`src/rtl/addc1_stream_adapter.sv`:
```
// rtl/addc1_stream_adapter.sv - credit-based ready/valid adapter around the add-constant-1 core; optional err checker under ADDC1_STREAM_ERR_EN
module addc1_stream_adapter #(
    parameter int WIDTH   = 16,
    parameter int LATENCY = 2,
    parameter int DEPTH   = 4
) (
    input  logic             clk,
    input  logic             rst,
    input  logic             in_valid,
    output logic             in_ready,
    input  logic [WIDTH-1:0] in_data,
    output logic             add_ce,
    output logic [WIDTH-1:0] add_a,
    input  logic             add_valid,
    input  logic [WIDTH-1:0] add_s,
    output logic             out_valid,
    input  logic             out_ready,
    output logic [WIDTH-1:0] out_data,
    output logic             err
);

    localparam int AW = (DEPTH > 1) ? $clog2(DEPTH) : 1;
    localparam int CW = $clog2(DEPTH + 1);
    localparam logic [CW-1:0] DEPTH_C = CW'(DEPTH);

    logic               primed;
    logic [LATENCY-1:0] tag;
    logic [WIDTH-1:0]   mem [DEPTH];
    logic [AW-1:0]      wr_ptr;
    logic [AW-1:0]      rd_ptr;
    logic [CW-1:0]      occ;
    logic [CW-1:0]      fcnt;
    logic               in_fire;
    logic               out_fire;
    logic               wr_en;
    logic               fifo_full;
    logic               wr_ok;

    // occ counts buffered plus in-flight results, so an accept always owns a slot
    assign in_ready  = primed && (occ < DEPTH_C);
    assign in_fire   = in_valid && in_ready;
    assign out_valid = (fcnt != '0);
    assign out_fire  = out_valid && out_ready;
    assign add_a     = in_data;
    assign out_data  = mem[rd_ptr];
    assign wr_en     = tag[LATENCY-1];
    assign fifo_full = (fcnt == DEPTH_C);
    // A write into a full FIFO is only harmless if the head is leaving the same edge
    assign wr_ok     = wr_en && (!fifo_full || out_fire);

    // Core enable, priming latch, tag pipeline and credit counter
    always_ff @(posedge clk or posedge rst) begin
        if (rst) begin
            add_ce <= 1'b0;
            primed <= 1'b0;
            tag    <= '0;
            occ    <= '0;
        end else begin
            add_ce <= 1'b1;
            if (add_valid) begin
                primed <= 1'b1;
            end
            tag[0] <= in_fire;
            for (int i = 1; i < LATENCY; i++) begin
                tag[i] <= tag[i-1];
            end
            occ <= occ + CW'(in_fire) - CW'(out_fire);
        end
    end

    // Result FIFO: capture add_s when the matching tag exits, first-word fall-through read
    always_ff @(posedge clk or posedge rst) begin
        if (rst) begin
            for (int i = 0; i < DEPTH; i++) begin
                mem[i] <= '0;
            end
            wr_ptr <= '0;
            rd_ptr <= '0;
            fcnt   <= '0;
        end else begin
            if (wr_ok) begin
                mem[wr_ptr] <= add_s;
                wr_ptr      <= wr_ptr + 1'b1;
            end
            if (out_fire) begin
                rd_ptr <= rd_ptr + 1'b1;
            end
            fcnt <= fcnt + CW'(wr_ok) - CW'(out_fire);
        end
    end

`ifdef ADDC1_STREAM_ERR_EN
    // Sticky error: a result came due while the core was unprimed, or the FIFO overflowed
    always_ff @(posedge clk or posedge rst) begin
        if (rst) begin
            err <= 1'b0;
        end else if ((wr_en && !add_valid) || (wr_en && fifo_full && !out_fire)) begin
            err <= 1'b1;
        end
    end
`else
    assign err = 1'b0;
`endif

endmodule

```
`config.mk`:
```
export PLATFORM = sky130hd
export DESIGN_NAME = addc1_stream_adapter
export DESIGN_NICKNAME = d
export VERILOG_FILES = /design/src/rtl/addc1_stream_adapter.sv
export SDC_FILE = /design/constraint.sdc
export NUM_CORES = 1
export LEC_CHECK = 0
export ABC_AREA = 1
export CORE_ASPECT_RATIO = 0.6
export CORE_MARGIN = 2
export CORE_UTILIZATION = 35
export DETAILED_ROUTE_END_ITERATION = 8
export PLACE_DENSITY = 0.63
export SYNTH_ARGS = -nofsm -noshare
export SYNTH_HDL_FRONTEND = slang
export SYNTH_SLANG_ARGS = --single-unit
```
`constraint.sdc`:
```
create_clock -name clk -period 2.4 [get_ports clk]
set_input_delay 0.24 -clock clk [delete_from_list [all_inputs] [get_ports clk]]
set_output_delay 0.24 -clock clk [all_outputs]
set_load 0.005 [all_outputs]
```
==> Yosys cells after proc, flatten, opt, wreduce, memory -nomap -nowiden <==
Cells that the tools add are included.
{ "op_classes": {"magnitude_cmp": 4, "addsub": 6, "bitwise_logic": 2, "eq_ne": 1, "n_mux": 6, "reduce_logical": 8} }
{ "op_table": {"columns": ["op", "n"], "rows": [
  ["$bwmux W64", 1],
  ["$mux W16", 3],
  ["$bmux W16 S2", 1],
  ["$demux W16 S2", 1],
  ["$add A3 B1 Y3", 2],
  ["$ge A3 B3 Y1 const B", 2],
  ["$not A2 Y3", 2],
  ["$sub A3 B1 Y3", 2],
  ["$logic_and A1 B1 Y1", 5],
  ["$add A2 B1 Y2 const B", 2],
  ["$eq A3 B3 Y1 const B", 1],
  ["$lt A3 B1 Y1 const B", 1],
  ["$lt A3 B3 Y1 const B", 1],
  ["$reduce_bool A3 Y1", 1],
  ["$logic_not A1 Y1", 1],
  ["$logic_or A1 B1 Y1", 1]
]} }
{ "word_totals": {"reg_bits": 78, "inputBits": 37} }

==> Logic depth before layout (Yosys ltp) <==
{ "logic_depth": {"ltp_word": 6, "depth_mapped": 11, "depth_no_buf": 10} }

==> Least setup slack after synthesis <==
Ideal clock, no wire load.
{ "synth_path": {"path_kind": "reg2reg", "startpoint": "register fcnt[1]", "endpoint": "register fcnt[2]", "setup_time_ps": 123, "path_buffers": 1, "arrival_time_ps": 1874, "required_time_ps": 2277, "path_slack_ps": 403, "stages_incl_launch_ff": 11, "path_cell_list": "dfrtp_1 -> nor2_1 -> nand2_2 -> buf_6 -> nand2_1 -> ha_1 -> inv_1 -> ha_1 -> inv_1 -> fa_1 -> xnor2_1"} }
{ "synth_via": {"elab_chain_len": 6, "word_cells_on_any_way": 8} }
{ "synth_rtl": {"columns": ["item", "line_no", "source"], "rows": [
  ["from (decl)", "32", "logic [CW-1:0] fcnt;"],
  ["from (signal assigned)", "88", "fcnt <= fcnt + CW'(wr_ok) - CW'(out_fire);"],
  ["$eq A3 B3 Y1 or $reduce_bool A3 Y1 (tied branches)", "47, 42", null],
  ["$logic_not A1 Y1 or $logic_and A1 B1 Y1 (tied branches)", "49, 43", null],
  ["$logic_or A1 B1 Y1", "49", "assign wr_ok = wr_en && (!fifo_full || out_fire);"],
  ["$logic_and A1 B1 Y1", "49", null],
  ["$add A3 B1 Y3", "88", null],
  ["$sub A3 B1 Y3 (*)", "88", null]
]} }
Every way passes the cells marked *; elsewhere a longest branch is shown, timed or not.
A chain may end at the register's enable or synchronous reset.

==> Worst setup path after layout <==
{ "layout_path": {"startpoint": "register rd_ptr[1]", "endpoint": "output out_data[15]"} }
{ "layout_via": {"elab_chain_len": 4} }
{ "layout_rtl": {"columns": ["item", "line_no", "source"], "rows": [
  ["from (decl)", "30", "logic [AW-1:0] rd_ptr;"],
  ["from (signal assigned)", "86", "rd_ptr <= rd_ptr + 1'b1;"],
  ["$not A2 Y3 (not written as such)", "45", "assign out_data = mem[rd_ptr];"],
  ["$bmux W16 S2", "45", null],
  ["$mux W16 (not written as such) (2 in a row)", "45", null],
  ["to (decl)", "18", "output logic [WIDTH-1:0] out_data,"]
]} }
No other way between the ends. The select of a mux whose other input is x is not followed.

==> qor.csv <==
stage,metric,value,unit
detailed_routing,Initial DRC Count,285,
final_layout,Layout Cells excl Fill,618,
final_layout,proportion of layout cells with a drive suffix above 1,9.812,%
logic_synthesis,"Avg Cell Area, Syn",8.562,um2
placement,I/O Buffers,39,
worst_setup_path,R2R Setup Slk,360,ps
pwr,PD cells,1415,nW/um2
detailed_routing,Vias per Instance,5.380,
logic_synthesis,largest cells by area after synthesis,"dfrtp_1 50%, nand2_1 13%, nand4_1 10%",
clock_network,clock-pin slew on the worst setup and hold paths,60,ps
logic_synthesis,Seq cells post-synth,78,
detailed_routing,DRC Markers,0,
logic_synthesis,Gate Count Post-Synth,458,
worst_setup_path,RR Endpoint,fcnt[2],
final_layout,Area Growth Syn to Fin,17.55,%
logic_synthesis,leading area contributor after synthesis,dfrtp_1,
clock_network,clock sink total,78,
clock_network,clock latency on the worst-skew pair,340,ps
sta,Final Skew,8.645,ps
pwr,VDD IR max,492.9,uV
final_layout,ant diodes,0,
floorplanning,die width,140.6,um
detailed_routing,vias post-DR,3325,
sta,Tcrit/Tclk final,91.75,%
detailed_routing,Post-DRT Antenna Nets,0,
sta,Worst Tran Pin Value,759.3,ps
global_routing,GRT Util Overall,18.19,%
worst_setup_path,Bufs and invs on worst path,3,
worst_setup_path,Crit path required time,2160,ps
clock_network,Post-CTS Setup Inserts,0,
final_layout,most frequent cells in the layout,"137 x nand2_1, 77 x dfrtp_1, 64 x nand4_1",
sta,RSZ-0062 raised after global routing,false,
clock_network,H-tree depth,3,
run_status,status,"complete, no violations",
pwr,Total Power,6.522,mW
global_routing,largest net degree at the start of global routing,71,
worst_setup_path,crit path launch type,flip-flop,
worst_setup_path,crit path kind,reg2out,
sta,Max Clock Freq,0.4541,GHz
worst_setup_path,crit end category,output port,
worst_setup_path,Worst path slowest cell,clkdlybuf4s50_1,
worst_hold_path,Hold Crit Class,in2async,
detailed_routing,first-pass iteration count of the detailed router,4,
logic_synthesis,syn nets,505,
detailed_routing,WL/cell,16.45,um
job,maxcap violations,0,
worst_setup_path,reg2reg start,fcnt[1],
worst_setup_path,max incr delay on CP,540,ps
clock_network,CTS Buffer Depth,2,
floorplanning,I/O Pins,73,
floorplanning,die area,12090,um2
worst_setup_path,worst-path maximum fanout,10,
sta,smallest hold slack,198.4,ps
final_layout,most common library cell in the layout ignoring fill and taps,nand2_1,
worst_setup_path,crit-path cells,inv_1 > buf_4 > o21ai_0 > o22ai_1 > clkdlybuf4s50_1,
logic_synthesis,sequential share of the synthesized area,49.78,%
floorplanning,Die Ht,85.99,um
clock_network,CTS tree,done,
global_routing,first-pass GRT wire length,17.28,mm
clock_network,Num CTS Buffers,9,
global_routing,vias in the first global route,3289,
clock_network,cts repair resizes,0,
worst_setup_path,WP data arrival,1960,ps
sta,Final Setup Violations,0,
global_routing,global route overflow,0,
detailed_routing,Post-Route WL,10.17,mm
pwr,Leak,2.228,nW
sta,"Slew Viols, Final",0,
floorplanning,row count,29,
placement,DP Cell Count,603,
worst_setup_path,reg2reg path depth,10,
sta,TNS Setup,0,ps
clock_network,post-cts hold buffer count,0,
placement,routability cong.,0.8191,
clock_network,clock root buffer,clkbuf_16,
logic_synthesis,share of the synthesized area in the top cell type,49.78,%
sta,final hold violations,0,
logic_synthesis,Yosys cell types,24,
floorplanning,Initial Utilization,36.51,%
logic_synthesis,Synth Warn #,0,
placement,detailed placer's ending HPWL,6.541,mm
global_routing,initial antenna violation count,0,
final_layout,Layout Nets,522,
final_layout,final core area utilization,42.92,%
sta,Slew Limit Headroom,49.38,%
sta,Tmin final,2202,ps
worst_setup_path,"Largest delay share family, worst path",buffers and inverters,
floorplanning,core area,10740,um2
logic_synthesis,cell area after synthesis,3921,um2
cell families after synthesis:
logic type               after synthesis  share of synthesized area [%]
AO/OA/AOI/OAI                         49                          6.764
flip-flops                            78                          49.78
buffers and inverters                 69                          10.02
adder cells (fa/ha/maj)               10                          3.574
other                                  2                         0.1915
XOR/XNOR                               6                          1.340
AND/OR/NAND/NOR                      244                          28.33
layout make-up:
type	count	area [um2]
Inverter	15	56.30
Timing Repair Buffer	60	560.5
Tap cell	139	173.9
Fill cell	1058	6131
Clock buffer	9	225.2
Sequential cell	78	1953
Clock inverter	6	63.81
Multi-Input combinational cell	311	1577
report_power, final:
| part | switching (mW) | total, mW | internal [mW] |
|---|---|---|---|
| logic | 1.68 | 2.97 | 1.29 |
| registers | 0.322 | 2.22 | 1.90 |
| clock network | 0.534 | 1.33 | 0.797 |
worst register-to-register path, cell delays in order (launching register included):
cell and delay [ps]:
dfrtp_1 430, nor2_1 180, nand2_1 90, nand2_1 130, inv_1 80, ha_1 270
inv_1 60, ha_1 130, inv_1 50, fa_1 370, xnor2_1 140
Yosys cell counts:
master	instances
o22ai_1	16
ha_1	8
nor2_1	34
nand2_1	137
buf_1	4
nand4_1	64
clkbuf_1	7
nand3_1	2
inv_2	2
or2_2	1
dfrtp_1	78
nand2_2	1
xnor2_1	5
nand3_2	4
inv_1	13
buf_6	4
buf_4	22
conb_1	2
nor2_2	1
buf_2	17
xor2_1	1
o21ai_1	7
fa_1	2
o21ai_0	26
metrics by stage:
step                      worst slack (ps)  cell area, um2
after CTS                            184.5            4609
after detailed placement             277.1            4320
after floorplan                      165.0            3921
final                                198.0            4609
after global routing                 59.22            4609
after global placement               345.0            4320
registers in the layout, summed over array words and instances, names as in the netlist:
| register | count |
|---|---|
| add_ce | 1 |
| fcnt | 3 |
| mem | 64 |
| occ | 3 |
| primed | 1 |
| rd_ptr | 2 |
| tag | 2 |
| wr_ptr | 2 |
how the worst max path moves through the flow:
stage | startpoint | endpoint | slack [ps] | cells past startpoint
after global placement | out_ready | fcnt[1] | 340 | 10
after detailed placement | out_ready | fcnt[2] | 280 | 10
final | rd_ptr[1] | out_data[15] | 200 | 5
after global routing | rd_ptr[1] | out_data[15] | 60 | 5
after CTS | rd_ptr[1] | out_data[15] | 180 | 5
after floorplan | rst | add_ce | 160 | 1
routing by layer:
layer	vias up	global-route usage [%]	part of all wire, %
met5	-	0	0
met4	0	4.364	1.1
met3	10	5.025	8.6
met2	143	26.74	43
met1	1615	26.64	47
li1	1557	-	-
(Power assumes the default switching activity.)
